<file path="config.mk">
export PLATFORM = sky130hd
export DESIGN_NAME = pc_fetch_unit
export DESIGN_NICKNAME = d
export VERILOG_FILES = /design/src/rtl/rv_pkg.sv /design/src/rtl/next_pc_calc.sv /design/src/rtl/pc_fetch_unit.sv
export SDC_FILE = /design/constraint.sdc
export NUM_CORES = 1
export LEC_CHECK = 0
export CORE_UTILIZATION = 26
export DETAILED_ROUTE_END_ITERATION = 8
export PLACE_DENSITY_LB_ADDON = 0.1
export RECOVER_POWER = 50
export SLEW_MARGIN = 20
export SYNTH_ARGS = -nofsm -noshare
export SYNTH_HDL_FRONTEND = slang
export SYNTH_SLANG_ARGS = --single-unit
</file>
<file path="constraint.sdc">
create_clock -name clk -period 8.7 [get_ports clk]
set_input_delay 0.87 -clock clk [delete_from_list [all_inputs] [get_ports clk]]
set_output_delay 0.87 -clock clk [all_outputs]
set_load 0.03 [all_outputs]
</file>
<file path="src/rtl/rv_pkg.sv">
// Shared RV32I fetch definitions: FSM states, instruction constants and alignment helper.
// Pure declarations; no timing or flow control of its own.
package rv_pkg;

  typedef enum logic [2:0] {
    S_BOOT = 3'd0,
    S_REQ  = 3'd1,
    S_WAIT = 3'd2,
    S_HOLD = 3'd3,
    S_HALT = 3'd4
  } fetch_state_t;

  localparam logic [31:0] NOP_INSTR  = 32'h0000_0013;
  localparam logic [6:0]  OPC_BRANCH = 7'b1100011;
  localparam logic [6:0]  OPC_JAL    = 7'b1101111;
  localparam logic [6:0]  OPC_JALR   = 7'b1100111;

  // RV32I without the C extension needs word-aligned fetch targets.
  function automatic logic target_misaligned(input logic [31:0] addr);
    return |addr[1:0];
  endfunction

endpackage

</file>
<file path="src/rtl/next_pc_calc.sv">
// Next-PC selection for the held instruction: jalr > jal > taken branch > sequential.
// Purely combinational, zero latency; no flow control.
module next_pc_calc
  import rv_pkg::*;
(
  input  logic [31:0] instr_pc,
  input  logic [31:0] imm,
  input  logic [31:0] rs1_data,
  input  logic        jal,
  input  logic        jalr,
  input  logic        branch_taken,
  output logic [31:0] next_pc,
  output logic        misaligned
);

  logic [31:0] jalr_sum;
  logic [31:0] rel_target;
  logic [31:0] seq_target;

  assign jalr_sum   = rs1_data + imm;
  assign rel_target = instr_pc + imm;
  assign seq_target = instr_pc + 32'd4;

  always_comb begin
    next_pc = seq_target;
    if (jalr) begin
      next_pc = jalr_sum & ~32'h1;
    end else if (jal || branch_taken) begin
      next_pc = rel_target;
    end
  end

  assign misaligned = target_misaligned(next_pc);

endmodule

</file>
<file path="src/rtl/pc_fetch_unit.sv">
// PC register and single-outstanding fetch sequencer; request-to-instr_valid latency is 2 cycles minimum.
// Holds the fetched instruction while stall=1; memory backpressure via imem_ready, response via imem_rvalid.
module pc_fetch_unit
  import rv_pkg::*;
#(
  parameter logic [31:0] RESET_PC = 32'h0000_0000
)
(
  input  logic        clk,
  input  logic        rst_n,
  input  logic        stall,
  input  logic        branch_taken,
  input  logic        jal,
  input  logic        jalr,
  input  logic [31:0] imm,
  input  logic [31:0] rs1_data,
  input  logic        flush,
  input  logic [31:0] flush_pc,
  output logic        imem_req,
  output logic [31:0] imem_addr,
  input  logic        imem_ready,
  input  logic        imem_rvalid,
  input  logic [31:0] imem_rdata,
  output logic [31:0] instr,
  output logic [31:0] instr_pc,
  output logic        instr_valid,
  output logic        misalign
);

  fetch_state_t state;
  logic [31:0]  pc;
  logic         drop;
  logic [31:0]  next_pc;
  logic         next_misaligned;
  logic         req_in_flight;

  next_pc_calc u_next_pc_calc (
    .instr_pc     (instr_pc),
    .imm          (imm),
    .rs1_data     (rs1_data),
    .jal          (jal),
    .jalr         (jalr),
    .branch_taken (branch_taken),
    .next_pc      (next_pc),
    .misaligned   (next_misaligned)
  );

  assign imem_addr = pc;

  // A flush that lands while memory owes us a response must wait for it, so that
  // only one request is ever outstanding; the stale word is then silently dropped.
  assign req_in_flight = ((state == S_WAIT) && !imem_rvalid) ||
                         ((state == S_REQ) && imem_ready);

  always_ff @(posedge clk or negedge rst_n) begin
    if (!rst_n) begin
      state       <= S_BOOT;
      pc          <= RESET_PC;
      drop        <= 1'b0;
      imem_req    <= 1'b0;
      instr       <= NOP_INSTR;
      instr_pc    <= RESET_PC;
      instr_valid <= 1'b0;
      misalign    <= 1'b0;
    end else if (flush) begin
      pc          <= flush_pc;
      instr_valid <= 1'b0;
      misalign    <= 1'b0;
      if (req_in_flight) begin
        state    <= S_WAIT;
        drop     <= 1'b1;
        imem_req <= 1'b0;
      end else begin
        state    <= S_REQ;
        drop     <= 1'b0;
        imem_req <= 1'b1;
      end
    end else begin
      case (state)
        S_BOOT: begin
          state    <= S_REQ;
          imem_req <= 1'b1;
        end
        S_REQ: begin
          if (imem_ready) begin
            state    <= S_WAIT;
            imem_req <= 1'b0;
          end
        end
        S_WAIT: begin
          if (imem_rvalid) begin
            if (drop) begin
              drop     <= 1'b0;
              state    <= S_REQ;
              imem_req <= 1'b1;
            end else begin
              instr       <= imem_rdata;
              instr_pc    <= pc;
              instr_valid <= 1'b1;
              state       <= S_HOLD;
            end
          end
        end
        S_HOLD: begin
          if (!stall) begin
            instr_valid <= 1'b0;
            if (next_misaligned) begin
              state    <= S_HALT;
              misalign <= 1'b1;
            end else begin
              pc       <= next_pc;
              state    <= S_REQ;
              imem_req <= 1'b1;
            end
          end
        end
        S_HALT: begin
          state <= S_HALT;
        end
        default: begin
          state    <= S_BOOT;
          imem_req <= 1'b0;
        end
      endcase
    end
  end

endmodule

</file>
==> impl_metrics.csv, run 1 <==
group,metric,value,unit
timing,setup_viol,0,
timing,slew_headroom,-0.949,
placed_design,io_buffers,235,
placed_design,placed_cells,1548,
logic_synthesis,seq_area_frac_synth,0.309,
pwr,clkPwrFrac,0.139,
detailed_routing,ant_nets,0,
detailed_routing,viasPerCell,5.18,
timing,clock_skew,0.0182,ns
layout,multi_input_area,5540,µm²
clock_network,h-tree-depth,3,
logic_synthesis,synth_async_sr_flop_share,1.00,
detailed_routing,dr.first_iter.drc_count,410,
clock_network,numClockSinks,103,
critical_path,crit_type,"input pin to flop",
timing,fmax,207,MHz
global_routing,grt_pass1_vias,8200,
timing,drv_slew,97,
timing,setup_tns,0,ns
pwr,power_switching,0.00157,W
layout,antenna_cells,0,
die,io_pins,236,
global_routing,grt_usage,0.192,
logic_synthesis,synth_ff_type,"dfrtp_1",
layout,fin_nets,1358,
worst_hold_path,min_path_type,"flop to flop",
global_routing,grt_pass1_wl,48.6,mm
timing,rsz0062_at_grt,"no",
timing,worstMarginPinSlew,2.92,ns
placed_design,dp_hpwl,23.8,mm
clock_network,cts_resized,0,
die,core-area,31600,µm²
detailed_routing,vias,8094,
clock_network,holdBufCountCts,0,
placed_design,place_area,11100,µm²
detailed_routing,dr.pass1.iters,6,
critical_path,required,8.96,ns
layout,seq_area,2580,µm²
die,initial_core_util,0.265,
detailed_routing,drc_errors,0,
layout,nFillCells,3311,
pwr,power_frac_comb,0.594,
global_routing,overflow,0,
die,fp.dieW,181,µm
critical_path,ff2ff_setup_slack,5.16,ns
die,placementRows,65,
status,outcome,"finished with violations",
layout,final_cell_area,11400,µm²
pwr,p_seq_frac,0.266,
pwr,swShare,0.475,
layout,final_cells,1564,
logic_synthesis,avgSynthCellArea,8.82,µm²
clock_network,clk_latency,0.38,ns
logic_synthesis,synthesis.area,8360,µm²
clock_network,ctsLongestPathBuffers,2,
clock_network,clk_pin_slew,0.08,ns
clock_network,clock-root-buffer,"clkbuf_16",
detailed_routing,wirelength,31.5,mm
pwr,p_int,0.00173,W
timing,hold_violations,0,
layout,drive_gt1_frac,0.0964,
logic_synthesis,synth_nets,1149,
global_routing,grt_start_max_net_pins,69,
logic_synthesis,yosysWarnings,0,
global_routing,antenna_found_initial,2,
clock_network,cts_setup_buffers,0,
status,violations,"max-capacitance violations, max-slew violations",
detailed_routing,avgRoutedWirePerCell,20.1,µm
run,max-cap-violations,3,
logic_synthesis,ys_types,70,
timing,min_period,4.82,ns
logic_synthesis,synth_edf_count,0,
pwr,ir_drop,0.131,mV
critical_path,cp_max_fo,58,
die,die_h,181,µm
critical_path,crit_arrival,5.08,ns
die,die_area,32900,µm²
critical_path,crit_path_start_kind,"input pin",
pwr,power,0.00330,W
pwr,leakagePower,4.89,nW
placed_design,gp_routability_congestion,0.802,
logic_synthesis,synth_cells,948,
critical_path,end_kind,"flop",
timing,finalCritPeriodShare,0.554,
clock_network,cts_tree,"done",
pwr,power.density,289,nW/µm²
clock_network,numCtsBuffers,9,
logic_synthesis,ys_seq_elements,103,
layout,area_growth,36.5,%
[stage by stage]
step / setup slack (ns) / utilization / hold WS (ns)
after floorplan: 5.14 / - / 0.549
after global placement: 4.19 / 0.352 / 0.487
after detailed placement: 4.15 / 0.352 / 0.495
after CTS: 4.54 / 0.362 / 0.479
after global routing: 3.39 / 0.361 / 0.528
final: 3.88 / 0.361 / 0.502
[state kept, by name, indices dropped and copies added (netlist names)]
register / count
imem_addr: 32
imem_req: 1
instr_valid: 1
misalign: 1
instr: 32
instr_pc: 32
drop: 1
state: 3
[worst paths after layout]
check | start | end | depth (start not counted)
max | flush | instr[27] | 5
min | misalign | misalign | 2
max reg2reg | state[1] | instr[27] | 5
min reg2reg | misalign | misalign | 2
max in group asynchronous | rst_n | instr_pc[30] | 2
min in group asynchronous | rst_n | instr_pc[15] | 1
[cell usage after synthesis (4+ instances only)]
cell type  number  area (µm²)
dfrtp_1       100        2500
nand2_1        97         364
a21oi_1        95         475
nor2_1         68         255
mux2_2         64         721
ha_1           62         776
o21ai_0        60         300
xnor2_1        49         429
a21o_1         44         330
clkbuf_1       40         150
xor2_1         31         272
nand3_1        24         120
and3_1         19         119
a211oi_1       17         128
inv_1          15        56.3
nand4_1        15        93.8
o21bai_1       15         113
a31oi_1        13        81.3
nor3_1         10        50.1
a221o_1         7        70.1
o211ai_1        6        45.0
o21a_1          6        45.0
or3_1           6        37.5
nand2b_1        5        31.3
o221ai_1        5        43.8
a22oi_1         4        30.0
o22ai_1         4        25.0
o31ai_1         4        30.0
[power groups by stage]
stage          Combinational (W)  Sequential (W)  Clock (W)
3_5_place_dp             0.00199        0.000892          0
4_1_cts                  0.00200        0.000886   0.000484
2_1_floorplan           0.000994         0.00115          0
5_1_grt                  0.00213        0.000910   0.000492
6_report                 0.00196        0.000880   0.000459
3_3_place_gp             0.00200        0.000891          0
[worst max-delay path: stages]
cell and delay [ns]:
buf_2 0.09, clkbuf_1 1.06, nor4_1 1.66, buf_4 0.87, mux2_2 0.41
[cell usage in the layout (no fill, tap or decap), types with 4 or more instances in the layout]
cell and n:
a211oi_1 17, a21o_1 44, a21oi_1 95, a221o_1 7
a22oi_1 4, a31oi_1 13, and3_1 19, buf_4 7
clkbuf_16 9, clkdlybuf4s50_1 193, dfrtp_1 100, dlygate4sd3_1 40
ha_1 62, inv_1 15, mux2_2 64, nand2_1 97
nand2b_1 5, nand3_1 24, nand4_1 15, nor2_1 67
nor3_1 10, o211ai_1 6, o21a_1 6, o21ai_0 60
o21bai_1 15, o221ai_1 5, o22ai_1 4, o31ai_1 4
or3_1 6, xnor2_1 49, xor2_1 31
[routing by layer]
metal / track usage / vias to the layer above / part of all wire
met2: 0.312 / 272 / 0.45
li1: - / 3916 / -
met3: 0.0534 / 23 / 0.074
met1: 0.256 / 3879 / 0.46
met5: 0 / - / 0.00095
met4: 0.0342 / 4 / 0.010
[final cells by class]
class	count	share of cell area
Multi-Input combinational cell	785	0.486
Clock buffer	9	0.0197
Sequential cell	103	0.226
Timing Repair Buffer	243	0.210
Tap cell	402	0.0441
Clock inverter	7	0.00888
Inverter	15	0.00494
[cell families after synthesis]
| family | Yosys count | synth area share |
|---|---|---|
| and+or+nand+nor | 265 | 0.150 |
| buffers and inverters | 60 | 0.0275 |
| xor gates and xnor gates | 80 | 0.0838 |
| DFF | 103 | 0.309 |
| AOI/OAI and AO/OA | 312 | 0.246 |
| adders and majority gates | 64 | 0.0976 |
| muxes | 64 | 0.0862 |
(Power assumes the default switching activity.)
==> run 2: changes to the inputs <==
clock period = 4.4 ns   (was 8.7 ns; I/O delays follow)
==> run 2 against run 1 <==
Effect of this change: the run still ends with max-capacitance violations, max-slew violations left; register-to-register slack got worse by 4.3 ns; combinational power up 98%; sequential share of layout area shrank 0.18 points; first-iteration DRC count up 1.2%; die area is the same; utilization up 0.30 points; critical endpoint is now imem_addr[28].
==> impl_metrics.csv, run 2 (synthesis gave the netlist of run 1 again) <==
group,metric,value,unit
detailed_routing,dr.pass1.iters,5,
placed_design,place_area,11200,µm²
critical_path,path_cells,"clkdlybuf4s50_1 -> and2_1 -> fa_1 -> a21o_1 -> a31o_2 -> nand2_1 -> a311oi_1 -> a21oi_1 -> a311o_2 -> o21ai_2 -> a31oi_1 -> xnor2_1 -> a221oi_1 -> nand2_1",
critical_path,crit_path_start_kind,"input pin",
die,core-area,31600,µm²
pwr,power_switching,0.00313,W
placed_design,io_buffers,235,
layout,drive_gt1_frac,0.103,
pwr,swShare,0.477,
detailed_routing,vias,8051,
die,die_h,181,µm
pwr,power.density,570,nW/µm²
global_routing,overflow,0,
clock_network,clk_pin_slew,0.10,ns
run,max-cap-violations,1,
detailed_routing,dr.first_iter.drc_count,415,
clock_network,cts_resized,0,
die,fp.dieW,181,µm
global_routing,grtUsageMet1,0.266,
status,outcome,"finished with violations",
timing,clock_skew,0.0169,ns
pwr,p_int,0.00343,W
clock_network,clock-root-buffer,"clkbuf_16",
global_routing,antenna_found_initial,1,
critical_path,end_kind,"flop",
critical_path,cp_common_cell,"nand2_1",
critical_path,slowest_delay,0.53,ns
pwr,p_seq_frac,0.265,
pwr,leakagePower,4.94,nW
die,io_pins,236,
clock_network,ctsLongestPathBuffers,2,
clock_network,cts_tree,"done",
detailed_routing,ant_nets,0,
layout,area_growth,37.6,%
timing,worstMarginPinSlew,1.54,ns
pwr,clkPwrFrac,0.142,
layout,antenna_cells,0,
timing,slew_headroom,-0.0292,
global_routing,grt_usage,0.196,
clock_network,clk_latency,0.38,ns
placed_design,dp_hpwl,24.7,mm
timing,min_period,3.69,ns
pwr,ir_drop,0.288,mV
pwr,power_frac_comb,0.593,
global_routing,grt_pass1_vias,8249,
critical_path,crit_arrival,3.94,ns
timing,drv_slew,26,
die,initial_core_util,0.265,
detailed_routing,avgRoutedWirePerCell,20.3,µm
layout,final_common_cell,"clkdlybuf4s50_1",
die,placementRows,65,
global_routing,grt_pass1_wl,49.4,mm
die,die_area,32900,µm²
critical_path,slowest_stage,"a311o_2",
global_routing,use_met3,0.0520,
layout,final_cell_area,11500,µm²
global_routing,grt_busiest_layer,"met2",
detailed_routing,drc_errors,0,
critical_path,required,4.65,ns
layout,fin_nets,1368,
timing,hold_violations,0,
clock_network,numCtsBuffers,9,
critical_path,cp_top_family,"compound AO/OA/AOI/OAI gates",
timing,rsz0062_at_grt,"no",
critical_path,cp_num_buf_inv,1,
status,violations,"max-capacitance violations, max-slew violations",
detailed_routing,viasPerCell,5.11,
layout,layout_common_cells,"clkdlybuf4s50_1, dfrtp_1, nand2_1",
global_routing,grt_start_max_net_pins,58,
clock_network,numClockSinks,103,
detailed_routing,wirelength,31.9,mm
timing,setup_tns,0,ns
timing,fmax,271,MHz
global_routing,grtUsageMet2,0.310,
timing,setup_viol,0,
worst_hold_path,min_path_type,"flop to flop",
timing,finalCritPeriodShare,0.838,
critical_path,cp_max_fo,5,
critical_path,crit_type,"input pin to flop",
clock_network,h-tree-depth,3,
placed_design,gp_routability_congestion,0.847,
[run 2: changes by cell type in the layout (fill, tap and decap cells not counted)]
cell	before	now
nor4_1	2	1
dlygate4sd3_1	40	47
buf_12	0	1
clkbuf_1	2	3
buf_4	7	13
clkinv_8	2	1
buf_2	1	0
nor4_4	0	1
clkdlybuf4s50_1	193	187
clkbuf_2	0	2
inv_8	1	2
[run 2: per-layer routing]
layer	routed length (µm)	part of all wire	up-vias
li1	-	-	3931
met1	15100	0.47	3844
met2	14300	0.45	254
met3	2130	0.067	20
met4	362	0.011	2
met5	13	0.00041	-
[run 2: power by group through the flow]
stage | logic [W] | registers, W | clock network [W]
6_report | 0.00389 | 0.00174 | 0.000932
5_1_grt | 0.00423 | 0.00181 | 0.000990
4_1_cts | 0.00398 | 0.00175 | 0.000968
3_5_place_dp | 0.00395 | 0.00177 | 0
3_3_place_gp | 0.00397 | 0.00176 | 0
2_1_floorplan | 0.00196 | 0.00227 | 0
[run 2: through the flow]
stage	setup slack, ns	hold WS [ns]	std cells	total power, W	utilization
after floorplan	1.17	0.144	948	0.00423	-
after global placement	0.356	0.378	1557	0.00573	0.354
after detailed placement	0.372	0.380	1557	0.00572	0.354
after CTS	0.747	0.514	1574	0.00670	0.365
after global routing	0.630	0.530	1574	0.00703	0.364
final	0.714	0.510	1574	0.00656	0.364
[run 2: final timing paths]
kind	from	to	slack, ns	cells after the start
worst max register to register	instr_pc[0]	imem_addr[30]	0.89	13
worst max-delay path	imm[0]	imem_addr[28]	0.71	14
min in group asynchronous	rst_n	drop	0.98	2
max in group asynchronous	rst_n	instr[22]	1.45	3
worst min register to register	instr[11]	instr[11]	0.51	1
worst min-delay path	instr[11]	instr[11]	0.51	1
[run 2: repair_timing]
action                    in CTS  in global routing
buffers inserted               0                  0
hold buffers                   1                  0
hold endpoints to repair      23                  0
[run 2: layout make-up]
type,count,area (µm²)
clock inverter,7,96.3
inverter,15,56.3
sequential,103,2580
clock buffer,9,225
fill,3317,20100
tap,402,503
multi-input combinational,785,5560
timing repair buffer,253,2480
[run 2: worst register-to-register path, stage by stage (launching register included)]
cell and delay (ns):
dfrtp_1 0.43, ha_1 0.24, fa_1 0.42, a21o_1 0.23
a21oi_4 0.19, o21ai_2 0.09, a221oi_4 0.45, o31ai_4 0.14
a311oi_2 0.37, nand3b_4 0.23, o31ai_1 0.11, xnor2_1 0.13
o21ai_0 0.21, nand3_1 0.12
==> RTL change, RTL diff (settings of run 2) <==
Reset style: synchronous (`rst_n`), changed in one clocked block.
--- a/src/rtl/pc_fetch_unit.sv
+++ b/src/rtl/pc_fetch_unit.sv
@@ -52,7 +52,7 @@
   assign req_in_flight = ((state == S_WAIT) && !imem_rvalid) ||
                          ((state == S_REQ) && imem_ready);
 
-  always_ff @(posedge clk or negedge rst_n) begin
+  always_ff @(posedge clk) begin
     if (!rst_n) begin
       state       <= S_BOOT;
       pc          <= RESET_PC;
Check against the original RTL: differs if rst_n is asserted again (counterexample within 4 cycles, from zero or initial values and one cycle with rst_n low); with rst_n held inactive, the same outputs for 4 cycles.
==> RTL change against run 2 <==
- count of clock-buffer cells in the layout grew 2
- global-route usage grew 1.5 points
- worst setup slack gained 110 ps
- synthesized area grew 2.1%
- design area grew 1.3%
- wire length grew 10%
- final cell count grew 15%
- sequential cell count is the same
- synthesized cell count grew 22%
- largest cell class unchanged
Power is not compared: it rests on default switching activity, and its combinational part moved more than twofold at a synthesized area within 25%.
==> RTL change: results <==
[grt]
antenna_found_initial = 3
grt_max_degree = 52
track_usage = 0.210

[drt]
wl_met3_um = 2450
initialDrtViolationCount = 602
via_count = 9194
met1_length_um = 16500
wl_met2_um = 15800

[critical_path]
r2r_cells = 10
path_max_fanout = 6
cp_data_arrival_time_ps = 3870
r2r_slack_ps = 1210
critPathSlowestCell = "a211oi_1"

[sta]
timing.hold.ws_ps = 459
finalClockSkew_ps = 13.7
finalWorstSetupSlack_ps = 826
slew_headroom = 0.240

[placed_design]
gp_congestion = 0.880
place_ws_ps = 521

[synth]
synthAdderAreaFrac = 0.0956
synth_compound_area_frac = 0.310
avgSynthCellArea_um2 = 7.36
synthXorXnorAreaFrac = 0.0698
ys_top_cells_by_area = "dfxtp_1, nand2_1, ha_1"
synth.top_cells.by_count = "nand2_1, dfxtp_1, a21oi_1"
ys_async_sr_fraction = 0
ys.flop_type = "dfxtp_1"

[clock_tree]
path_clk_slew_ps = 80

[layout]
layout.nets = 1571
instances_no_fill = 1812

[hold_path]
hp-start = "instr[22]"
holdPathEnd = "instr[22]"
whs_path_depth = 2

[status]
status = "finished clean"
==> RTL change: layout make-up <==
type / count / area (um2)
inverters: 19 / 71.3
well taps: 435 / 544
flip-flops and latches: 103 / 2060
diodes: 2 / 5.00
clock inverters: 5 / 48.8
multi-input cells: 979 / 6190
clock buffers: 11 / 233
fillers: 3414 / 20300
repair buffers: 258 / 2500
==> RTL change: metal layers <==
| metal | up-vias | global-route usage |
|---|---|---|
| met3 | 31 | 0.0443 |
| met4 | 2 | 0.0460 |
| met1 | 4247 | 0.285 |
| met5 | - | 0 |
| li1 | 4625 | - |
| met2 | 289 | 0.341 |
==> RTL change: power breakdown <==
part	total, W	switching (W)	leakage (nW)	internal (W)
Clock	0.000834	0.000434	0.139	0.000400
Combinational	0.000792	0.000443	3.80	0.000349
Sequential	0.000996	0.0000335	0.838	0.000962
Total	0.00262	0.000910	4.78	0.00171
